==> src/rtl/drp_arbiter.sv <==
// Round-robin arbiter giving two requesters access to a single DRP port, one transaction at a time.
// Define DRP_ARB_TIMEOUT_EN to compile in the WAIT timeout (abort after TIMEOUT_CYC cycles).
module drp_arbiter #(
  parameter int unsigned TIMEOUT_CYC = 255
) (
  input  logic        clk,
  input  logic        rst_n,
  input  logic [1:0]  req_valid,
  input  logic [1:0]  req_we,
  input  logic [13:0] req_addr,
  input  logic [31:0] req_wdata,
  output logic [1:0]  req_ack,
  output logic [1:0]  req_done,
  output logic [1:0]  req_err,
  output logic [15:0] req_rdata,
  output logic        drp_rd_en,
  output logic        drp_wr_en,
  output logic [6:0]  drp_addr,
  output logic [15:0] drp_wr_data,
  input  logic [15:0] drp_rd_data,
  input  logic        drp_data_rdy
);

  localparam int unsigned AW = 7;
  localparam int unsigned DW = 16;
  localparam int unsigned CW = 16;

  typedef enum logic [1:0] {
    ST_IDLE  = 2'd0,
    ST_ISSUE = 2'd1,
    ST_WAIT  = 2'd2
  } state_e;

  state_e        state_q, state_d;
  logic          win_q, win_d;
  logic          prio_q, prio_d;
  logic [1:0]    ack_q, ack_d;
  logic [1:0]    done_q, done_d;
  logic [DW-1:0] rdata_q, rdata_d;
  logic          rd_en_q, rd_en_d;
  logic          wr_en_q, wr_en_d;
  logic [AW-1:0] addr_q, addr_d;
  logic [DW-1:0] wdata_q, wdata_d;
  logic          grant_c;

  // prio_q names the requester that wins a tie; a lone requester always wins.
  assign grant_c = (req_valid == 2'b11) ? prio_q : req_valid[1];

`ifdef DRP_ARB_TIMEOUT_EN
  logic [CW-1:0] cnt_q, cnt_d;
  logic [1:0]    err_q, err_d;
  logic          timeout_c;

  assign timeout_c = (cnt_q == CW'(TIMEOUT_CYC - 1));

  always_ff @(posedge clk or negedge rst_n) begin
    if (!rst_n) begin
      cnt_q <= '0;
      err_q <= '0;
    end else begin
      cnt_q <= cnt_d;
      err_q <= err_d;
    end
  end

  assign req_err = err_q;
`else
  logic unused_timeout_cfg;

  assign unused_timeout_cfg = ^CW'(TIMEOUT_CYC);
  assign req_err            = 2'b00;
`endif

  // State register
  always_ff @(posedge clk or negedge rst_n) begin
    if (!rst_n) begin
      state_q <= ST_IDLE;
    end else begin
      state_q <= state_d;
    end
  end

  // Next-state logic; drp_data_rdy only matters in WAIT
  always_comb begin
    state_d = state_q;
    case (state_q)
      ST_IDLE: begin
        if (|req_valid) state_d = ST_ISSUE;
      end
      ST_ISSUE: state_d = ST_WAIT;
      ST_WAIT: begin
        if (drp_data_rdy) state_d = ST_IDLE;
`ifdef DRP_ARB_TIMEOUT_EN
        else if (timeout_c) state_d = ST_IDLE;
`endif
      end
      default: state_d = ST_IDLE;
    endcase
  end

  // Output logic: computes the next value of every registered output
  always_comb begin
    win_d   = win_q;
    prio_d  = prio_q;
    ack_d   = '0;
    done_d  = '0;
    rdata_d = rdata_q;
    rd_en_d = 1'b0;
    wr_en_d = 1'b0;
    addr_d  = '0;
    wdata_d = '0;
`ifdef DRP_ARB_TIMEOUT_EN
    err_d   = '0;
    cnt_d   = '0;
`endif
    case (state_q)
      ST_IDLE: begin
        if (|req_valid) begin
          win_d          = grant_c;
          prio_d         = ~grant_c;
          ack_d[grant_c] = 1'b1;
          rd_en_d        = ~req_we[grant_c];
          wr_en_d        = req_we[grant_c];
          addr_d         = grant_c ? req_addr[13:7]   : req_addr[6:0];
          wdata_d        = grant_c ? req_wdata[31:16] : req_wdata[15:0];
        end
      end
      ST_WAIT: begin
        if (drp_data_rdy) begin
          done_d[win_q] = 1'b1;
          rdata_d       = drp_rd_data;
        end
`ifdef DRP_ARB_TIMEOUT_EN
        else if (timeout_c) begin
          done_d[win_q] = 1'b1;
          err_d[win_q]  = 1'b1;
          rdata_d       = '0;
        end else begin
          cnt_d = cnt_q + CW'(1);
        end
`endif
      end
      default: ;
    endcase
  end

  always_ff @(posedge clk or negedge rst_n) begin
    if (!rst_n) begin
      win_q   <= 1'b0;
      prio_q  <= 1'b0;
      ack_q   <= '0;
      done_q  <= '0;
      rdata_q <= '0;
      rd_en_q <= 1'b0;
      wr_en_q <= 1'b0;
      addr_q  <= '0;
      wdata_q <= '0;
    end else begin
      win_q   <= win_d;
      prio_q  <= prio_d;
      ack_q   <= ack_d;
      done_q  <= done_d;
      rdata_q <= rdata_d;
      rd_en_q <= rd_en_d;
      wr_en_q <= wr_en_d;
      addr_q  <= addr_d;
      wdata_q <= wdata_d;
    end
  end

  assign req_ack     = ack_q;
  assign req_done    = done_q;
  assign req_rdata   = rdata_q;
  assign drp_rd_en   = rd_en_q;
  assign drp_wr_en   = wr_en_q;
  assign drp_addr    = addr_q;
  assign drp_wr_data = wdata_q;

endmodule

==> config.mk <==
export PLATFORM = sky130hd
export DESIGN_NAME = drp_arbiter
export DESIGN_NICKNAME = d
export VERILOG_FILES = /design/src/rtl/drp_arbiter.sv
export SDC_FILE = /design/constraint.sdc
export NUM_CORES = 1
export LEC_CHECK = 0
export CORE_MARGIN = 5
export CORE_UTILIZATION = 35
export DETAILED_ROUTE_END_ITERATION = 16
export PLACE_DENSITY = 0.76
export SKIP_LAST_GASP = 1
export SYNTH_ARGS = -nofsm -noshare
export SYNTH_HDL_FRONTEND = slang
export SYNTH_SLANG_ARGS = --single-unit
==> constraint.sdc <==
create_clock -name clk -period 1.1 [get_ports clk]
set_input_delay 0.165 -clock clk [delete_from_list [all_inputs] [get_ports clk]]
set_output_delay 0.165 -clock clk [all_outputs]
set_load 0.02 [all_outputs]
==> flow_summary.ini, run 1 <==
[outcome]
outcome = finished with violations
violations = negative setup slack

[clock_network]
path_clk_slew_ns = 0.09
insertion_delay_ns = 0.30
cts-htree-levels = 2
cts_max_path_buffers = 2
clock_sinks = 49
clockRootBuffer = clkbuf_8
tritoncts = yes
cts_buffers = 5

[critical_path]
crit_start = state_q[0]$_DFFE_PN0P_
cp_top_family = flip-flops
reg2reg_slack_ns = -0.09
path_max_fanout = 17
worstSetupStartpointType = flop
timing.rr.end = req_rdata[7]$_DFFE_PN0P_
worst-path-stages = 3
path_buf_inv = 1
endpoint_kind = flop
cpPeakStageDelay_ns = 0.41
arrival_ns = 1.39
endpoint = req_rdata[7]$_DFFE_PN0P_
r2r-start = state_q[0]$_DFFE_PN0P_
path_cells = nand3b_4, buf_12, mux2_2
crit_slowest_cell = dfrtp_1
crit_required_ns = 1.29
path_class = flop to flop
ff2ff_path_depth = 3

[finish]
final_common_cell = clkdlybuf4s50_1
drive_gt1_frac = 0.3721
nFillCells = 500
area_growth_pct = 63.61
final_nets = 369
insertedDiodeCount = 0
layout_common_cells = clkdlybuf4s50_1 (66), dfrtp_1 (48), buf_2 (45)
instances_no_fill = 376

[floorplan]
ioPinCount = 116
fp.dieW_um = 87.22
row_count = 28
start_util = 0.3567
coreArea_um2 = 5851
die_h_um = 87.22
die-area_um2 = 7607

[timing]
setup_violations = 30
min_period_ns = 1.194
final_max_slew_viol_count = 0
fmax_mhz = 837.4
rsz0062_at_grt = true
hold_viol = 0
worst_slack_ns = -0.09421
finClkSkew_ns = 0.002489
hold_ws_ns = 0.3713
fin_crit_sh = 1.086

[power]
switchingPower_mw = 2.798
ir_drop_mv = 0.9562
power_frac_clock = 0.140
combPwrFrac = 0.497
powerDensity_nw_per_um2 = 2204
seqPwrFrac = 0.363
leakagePower_nw = 1.590
power_mw = 7.526
internal-power_mw = 4.728
sw_frac_of_total = 0.3718

[placement]
dp_slack_ns = -0.4330
dp_cells = 364
finalWeightedCongestion = 0.7020
hpwlAfterDp_um = 4196
portBuffers = 113

[grt]
grt_pass1_vias = 1833
grt_max_degree = 50
gr-total-overflow = 0
grt_first_pass_wirelength_um = 8556
grt_antenna_before_repair = 0
grt.total_usage = 0.1461

[flow_run]
cap_violations = 0

[yosys]
synth_area_um2 = 2087
synth_top_family_by_area = simple AND/OR/NAND/NOR gates
synth_xor_area_frac = 0
synthMuxAreaShare = 0.1157
postSynthAreaPerCell_um2 = 12.20
yosys-top-cells-area = dfrtp_1 (59%), nand3b_1 (8.6%), a21oi_1 (5.8%), o21ai_0 (5.8%), mux2_4 (5.8%)
yosys.area.top_type = dfrtp_1
synth-simple-area-share = 0.1235
yosysUniqueCellTypes = 22
synth_top_area_share = 0.5875
synth_warnings = 0
synth_compound_area_frac = 0.1193
synthAdderAreaFrac = 0
synthCells = 171
ys_seq_area_frac = 0.5875
synth.ff_latch_count = 49

[drt]
drt_iter0_markers = 42
viasPerCell = 4.673
drc = 0
vias = 1757
antenna_left = 0
routed_wl_um = 5757
drt_pass1_iterations = 4
routedWlPerCell_um = 15.31

[min_path]
hold_class = primary input to async pin
==> cells in the mapped netlist <==
master,count
buf_2,3
nor2b_4,1
o21ai_0,24
nand2b_1,1
o21ai_2,1
mux2_2,9
mux2_4,8
and3b_1,1
or2b_1,1
dfrtp_1,49
buf_6,2
nor2b_1,1
buf_4,4
inv_1,3
conb_1,1
nand3b_1,24
clkbuf_1,4
nand3b_4,1
nor2_1,4
clkbuf_2,3
a21oi_1,24
mux2i_1,2
==> cell type report <==
type	count	area, um2	area share
Tap cell	75	93.84	0.02748
Clock inverter	3	22.52	0.006596
Sequential cell	49	1227	0.3595
Clock buffer	5	68.82	0.02015
Multi-Input combinational cell	104	822.0	0.2407
Timing Repair Buffer	137	1169	0.3423
Inverter	3	11.26	0.003298
==> per-stage QoR <==
step | util | TNS (ns) | instance area (um2)
global placement | 0.5813 | -15.44 | 3401
global route | 0.5836 | -3.497 | 3415
detailed placement | 0.5813 | -17.91 | 3401
finish | 0.5836 | -1.979 | 3415
CTS | 0.5926 | -1.502 | 3467
floorplan | - | -0.6214 | 2091
==> per-layer routing <==
| layer | global-route usage | vias up | wire length, um |
|---|---|---|---|
| li1 | - | 847 | - |
| met4 | 0.03208 | 0 | 57 |
| met1 | 0.1711 | 822 | 2291 |
| met3 | 0.06339 | 7 | 619 |
| met5 | 0 | - | 0 |
| met2 | 0.2484 | 81 | 2789 |
==> power by group through the flow <==
stage,Combinational [mW],Sequential [mW],Clock (mW)
floorplan,1.24,3.52,0
CTS,3.70,2.73,1.09
detailed placement,3.98,2.79,0
finish,3.74,2.73,1.05
global placement,3.92,2.76,0
global route,3.99,2.82,1.17
==> flip-flops by register name (all words and copies together) (netlist names) <==
signal       cells
drp_addr         7
drp_rd_en        1
drp_wr_data     16
drp_wr_en        1
prio_q           1
req_ack          2
req_done         2
req_rdata       16
state_q          2
win_q            1
==> worst min-delay path by stage <==
| stage | start | to | slack [ns] | cells after the start |
|---|---|---|---|---|
| floorplan | rst_n | drp_addr[0]$_DFF_PN0_ | -0.13 | 0 |
| global placement | rst_n | req_rdata[5]$_DFFE_PN0P_ | 0.17 | 2 |
| detailed placement | rst_n | req_rdata[5]$_DFFE_PN0P_ | 0.18 | 2 |
| CTS | rst_n | req_rdata[5]$_DFFE_PN0P_ | 0.38 | 3 |
| global route | rst_n | req_rdata[5]$_DFFE_PN0P_ | 0.40 | 3 |
| finish | rst_n | req_rdata[5]$_DFFE_PN0P_ | 0.37 | 3 |
==> worst register-to-register path: stages (launching register included) <==
cell	delay (ns)
dfrtp_1	0.41
nand3b_4	0.16
buf_12	0.17
mux2_2	0.35
==> logic make-up (layout without fill, tap and decap cells) <==
| group | count (synthesis) | after routing |
|---|---|---|
| compound gates | 49 | 49 |
| flops | 49 | 49 |
| simple gates | 34 | 34 |
| mux | 19 | 19 |
| buf+inv | 19 | 148 |
| other cells | 1 | 2 |
==> what timing repair did <==
item | CTS | global route
endpoints found under the hold margin | 49 | 0
cloned | 0 | 1
setup endpoints to repair | 89 | 66
resized for setup | 168 | 36
pin swaps | 1 | 0
hold buffers | 1 | 0
buffers inserted | 2 | 0
(Power assumes the default switching activity.)
==> run 2, diff against run 1 <==
Settings changed: SKIP_LAST_GASP 1 to default.
==> run 2 against run 1 <==
The flow still finishes with violations (negative setup slack). Clock skew barely moved. Via count barely moved. Setup slack barely moved. First-iteration DRC count rose by 2.4%. Largest cell class unchanged. Highest routed layer unchanged.
==> flow_summary.ini, run 2 (synthesis results as in run 1) <==
[power]
powerDensity_nw_per_um2 = 2207
leakagePower_nw = 1.593
ir_drop_mv = 0.9581
power_mw = 7.554

[finish]
insertedDiodeCount = 0
drive_gt1_frac = 0.3754
multi_input_area_um2 = 825.8
final_common_cell = clkdlybuf4s50_1
finalInstanceArea_um2 = 3423
area_growth_pct = 64.03
instances_no_fill = 376
nFillCells = 498
ff_latch_area_um2 = 1227
layout_common_cells = clkdlybuf4s50_1 (66), dfrtp_1 (48), buf_2 (46)
final_nets = 369

[critical_path]
path_buf_inv = 1
path_cells = nand3b_4, buf_12, mux2_2
worstSetupStartpointType = flop
reg2reg_slack_ns = -0.09
timing.rr.end = req_rdata[7]$_DFFE_PN0P_
arrival_ns = 1.38
path_max_fanout = 17
worst-path-stages = 3
cp_top_family = flip-flops
crit_required_ns = 1.29
cpPeakStageDelay_ns = 0.41
crit_slowest_cell = dfrtp_1
endpoint_kind = flop
r2r-start = state_q[0]$_DFFE_PN0P_
ff2ff_path_depth = 3
path_class = flop to flop

[floorplan]
coreArea_um2 = 5851
start_util = 0.3567
ioPinCount = 116
die_h_um = 87.22
row_count = 28
die-area_um2 = 7607
fp.dieW_um = 87.22

[timing]
hold_viol = 0
min_period_ns = 1.194
hold_ws_ns = 0.3717
tns_ns = -1.943
final_max_slew_viol_count = 0
fmax_mhz = 837.6
finClkSkew_ns = 0.002336
worst_slack_ns = -0.09392
setup_violations = 30
rsz0062_at_grt = true
fin_crit_sh = 1.085

[grt]
grt_max_degree = 50
grt_pass1_vias = 1833
grt_first_pass_wirelength_um = 8556
grt.total_usage = 0.1461
grt_antenna_before_repair = 0
gr-total-overflow = 0

[drt]
viasPerCell = 4.670
routedWlPerCell_um = 15.27
vias = 1756
drt_iter0_markers = 43
routed_wl_um = 5743
antenna_left = 0
drc = 0
drt_pass1_iterations = 2

[outcome]
violations = negative setup slack
outcome = finished with violations

[clock_network]
clockRootBuffer = clkbuf_8
cts_max_path_buffers = 2
clock_sinks = 49
cts_buffers = 5
path_clk_slew_ns = 0.09
tritoncts = yes
insertion_delay_ns = 0.30
cts-htree-levels = 2

[flow_run]
cap_violations = 0

[placement]
dp_cells = 364
finalWeightedCongestion = 0.7020
hpwlAfterDp_um = 4196
place_area_um2 = 3401
portBuffers = 113

[min_path]
hold_class = primary input to async pin
## run 2: stage by stage
stage,setup slack [ns],utilization
after floorplan,-0.07767,-
after global placement,-0.3995,0.5813
after detailed placement,-0.4330,0.5813
after CTS,-0.06937,0.5924
after global routing,-0.1193,0.5851
final,-0.09392,0.5851
## run 2: area by class of cell
type / count / share of cell area
Clock buffer: 5 / 0.02010
Clock inverter: 3 / 0.006579
Inverter: 3 / 0.003289
Multi-Input combinational cell: 104 / 0.2412
Sequential cell: 49 / 0.3586
Tap cell: 75 / 0.02741
Timing Repair Buffer: 137 / 0.3428
## run 2: worst min-delay path, delay by kind of cell
kind                   cells  cell delay, ns
buffers and inverters      3            0.88
## run 2: routing by layer
layer  vias up  global-route usage  share of wire
li1        849                   -              -
met3         7             0.06339           0.11
met2        81              0.2484           0.49
met4         0             0.03208         0.0099
met5         -                   0              0
met1       819              0.1711           0.40
## run 2: worst max-delay path by stage
stage | end | slack, ns | start
finish | req_rdata[7]$_DFFE_PN0P_ | -0.09 | state_q[0]$_DFFE_PN0P_
global route | req_rdata[1]$_DFFE_PN0P_ | -0.12 | state_q[0]$_DFFE_PN0P_
CTS | req_rdata[7]$_DFFE_PN0P_ | -0.07 | state_q[1]$_DFFE_PN0P_
detailed placement | drp_addr[3]$_DFF_PN0_ | -0.43 | req_valid[1]
global placement | req_rdata[14]$_DFFE_PN0P_ | -0.40 | drp_data_rdy
floorplan | req_rdata[10]$_DFFE_PN0P_ | -0.08 | state_q[0]$_DFFE_PN0P_
## run 2: report_power, final
| group | switching [mW] | internal, mW |
|---|---|---|
| Combinational | 1.93 | 1.84 |
| Sequential | 0.274 | 2.46 |
| Clock | 0.606 | 0.446 |
| Total | 2.81 | 4.74 |
## run 2: timing repair
action | CTS | global route
hold buffers | 1 | 0
pin swaps | 1 | 0
endpoints found under the setup margin | 89 | 65
cloned | 0 | 1
resized for setup | 172 | 45
buffers inserted | 2 | 0
hold endpoints to repair | 49 | 0
==> run 3, diff against run 2 <==
Settings changed: CELL_PAD_IN_SITES_DETAIL_PLACEMENT from default to 1, CELL_PAD_IN_SITES_GLOBAL_PLACEMENT from default to 1, CORE_UTILIZATION 35 to 26.
==> run 3 against run 2 <==
The flow still finishes with violations (negative setup slack). Critical path depth increased by 2. Sequential share of layout area decreased by 0.84 points. Die area rose by 30%. Count of clock-buffer cells in the layout is the same. Via count rose by 3.2%. Clock skew is 0.0054 ns higher. Total power increased by 0.42%. Combinational power is 2% higher. Critical path type unchanged. Critical endpoint is now drp_wr_data[3]$_DFF_PN0_. Largest cell class is now non-clock buffers.
==> flow_summary.ini, run 3 (synthesis results as in run 1) <==
[grt]
grt_max_degree = 31
gr-total-overflow = 0
grt_first_pass_wirelength_um = 9991
grt.total_usage = 0.1278
grt_antenna_before_repair = 0
grt_pass1_vias = 1989

[floorplan]
coreArea_um2 = 7767
start_util = 0.2687
ioPinCount = 116
die-area_um2 = 9919
row_count = 32
fp.dieW_um = 99.60
die_h_um = 99.60

[placement]
dp_cells = 389
dp_slack_ns = -0.4763
portBuffers = 113
finalWeightedCongestion = 0.7509
hpwlAfterDp_um = 4853

[finish]
nFillCells = 871
instances_no_fill = 404
insertedDiodeCount = 0
drive_gt1_frac = 0.3775
layout_common_cells = clkdlybuf4s50_1 (65), dfrtp_1 (48), buf_2 (46)
area_growth_pct = 67.99
fin_util = 0.4514
final_common_cell = clkdlybuf4s50_1
final_nets = 370

[outcome]
outcome = finished with violations
violations = negative setup slack

[power]
ir_drop_mv = 0.5965
leakagePower_nw = 1.625
powerDensity_nw_per_um2 = 2164
power_mw = 7.586

[critical_path]
crit_required_ns = 1.32
path_class = flop to flop
path_max_fanout = 15
endpoint_kind = flop
arrival_ns = 1.40
worstSetupStartpointType = flop

[timing]
tns_ns = -1.857
rsz0062_at_grt = true
finClkSkew_ns = 0.007745
fmax_mhz = 848.1
final_max_slew_viol_count = 0
min_period_ns = 1.179
hold_viol = 0
fin_crit_sh = 1.072
setup_violations = 42
worst_slack_ns = -0.07911

[clock_network]
cts_buffers = 5
clockRootBuffer = clkbuf_8
cts-htree-levels = 2
tritoncts = yes
clock_sinks = 49
insertion_delay_ns = 0.30
path_clk_slew_ns = 0.09
cts_max_path_buffers = 2

[drt]
vias = 1813
routedWlPerCell_um = 16.12
viasPerCell = 4.488
drt_iter0_markers = 21
drc = 0
routed_wl_um = 6512
antenna_left = 0
drt_pass1_iterations = 4

[min_path]
hold_class = primary input to async pin

[flow_run]
cap_violations = 0
[run 3: critical path, cell delays in order (launching register included)]
cell       delay [ns]
dfrtp_1          0.41
nor2b_4          0.14
buf_12           0.15
clkbuf_16        0.16
o21ai_1          0.06
a21oi_1          0.17
[run 3: path summary, 6_finish.rpt]
path                                    startpoint                        end  slack [ns]  cells after the start
worst max-delay path            prio_q$_DFFE_PN0P_   drp_wr_data[3]$_DFF_PN0_       -0.08                      5
max in group asynchronous                    rst_n   req_rdata[3]$_DFFE_PN0P_        0.29                      3
min in group clk                      req_valid[1]       req_ack[1]$_DFF_PN0_        0.41                      3
worst min-delay path                         rst_n  drp_wr_data[13]$_DFF_PN0_        0.29                      2
worst min register to register   win_q$_DFFE_PN0P_      req_done[0]$_DFF_PN0_        0.42                      1
worst max register to register  prio_q$_DFFE_PN0P_   drp_wr_data[3]$_DFF_PN0_       -0.08                      5
[run 3: power by group]
group	internal, mW	switching, mW
logic	1.88	1.95
clock network	0.440	0.585
registers	2.46	0.277
[run 3: per-stage QoR]
| stage | area (um2) | hold WS (ns) |
|---|---|---|
| global placement | 3457 | 0.08652 |
| floorplan | 2091 | -0.1306 |
| detailed placement | 3457 | 0.07768 |
| finish | 3506 | 0.2917 |
| CTS | 3440 | 0.2880 |
| global route | 3506 | 0.2993 |
[run 3: cell type report]
class	instances	area, um2	share of cell area
timing repair buffer	138	1244	0.3547
sequential	49	1227	0.3501
multi-input combinational	104	809.5	0.2309
tap	102	127.6	0.03640
clock buffer	5	68.82	0.01963
clock inverter	3	17.52	0.004996
inverter	3	11.26	0.003212
[run 3: timing repair]
action / CTS / global route
endpoints found under the setup margin: 88 / 53
hold buffers: 1 / 0
hold endpoints to repair: 11 / 0
pin swaps: 0 / 6
gates resized for setup: 194 / 18
gates cloned: 0 / 3
buffers inserted: 2 / 2
[run 3: per-layer routing]
layer	GRT usage	up-vias	share of wire
met3	0.04698	6	0.078
met4	0.03151	0	0.010
li1	-	854	-
met2	0.2185	83	0.50
met1	0.1524	870	0.41
met5	0	-	0
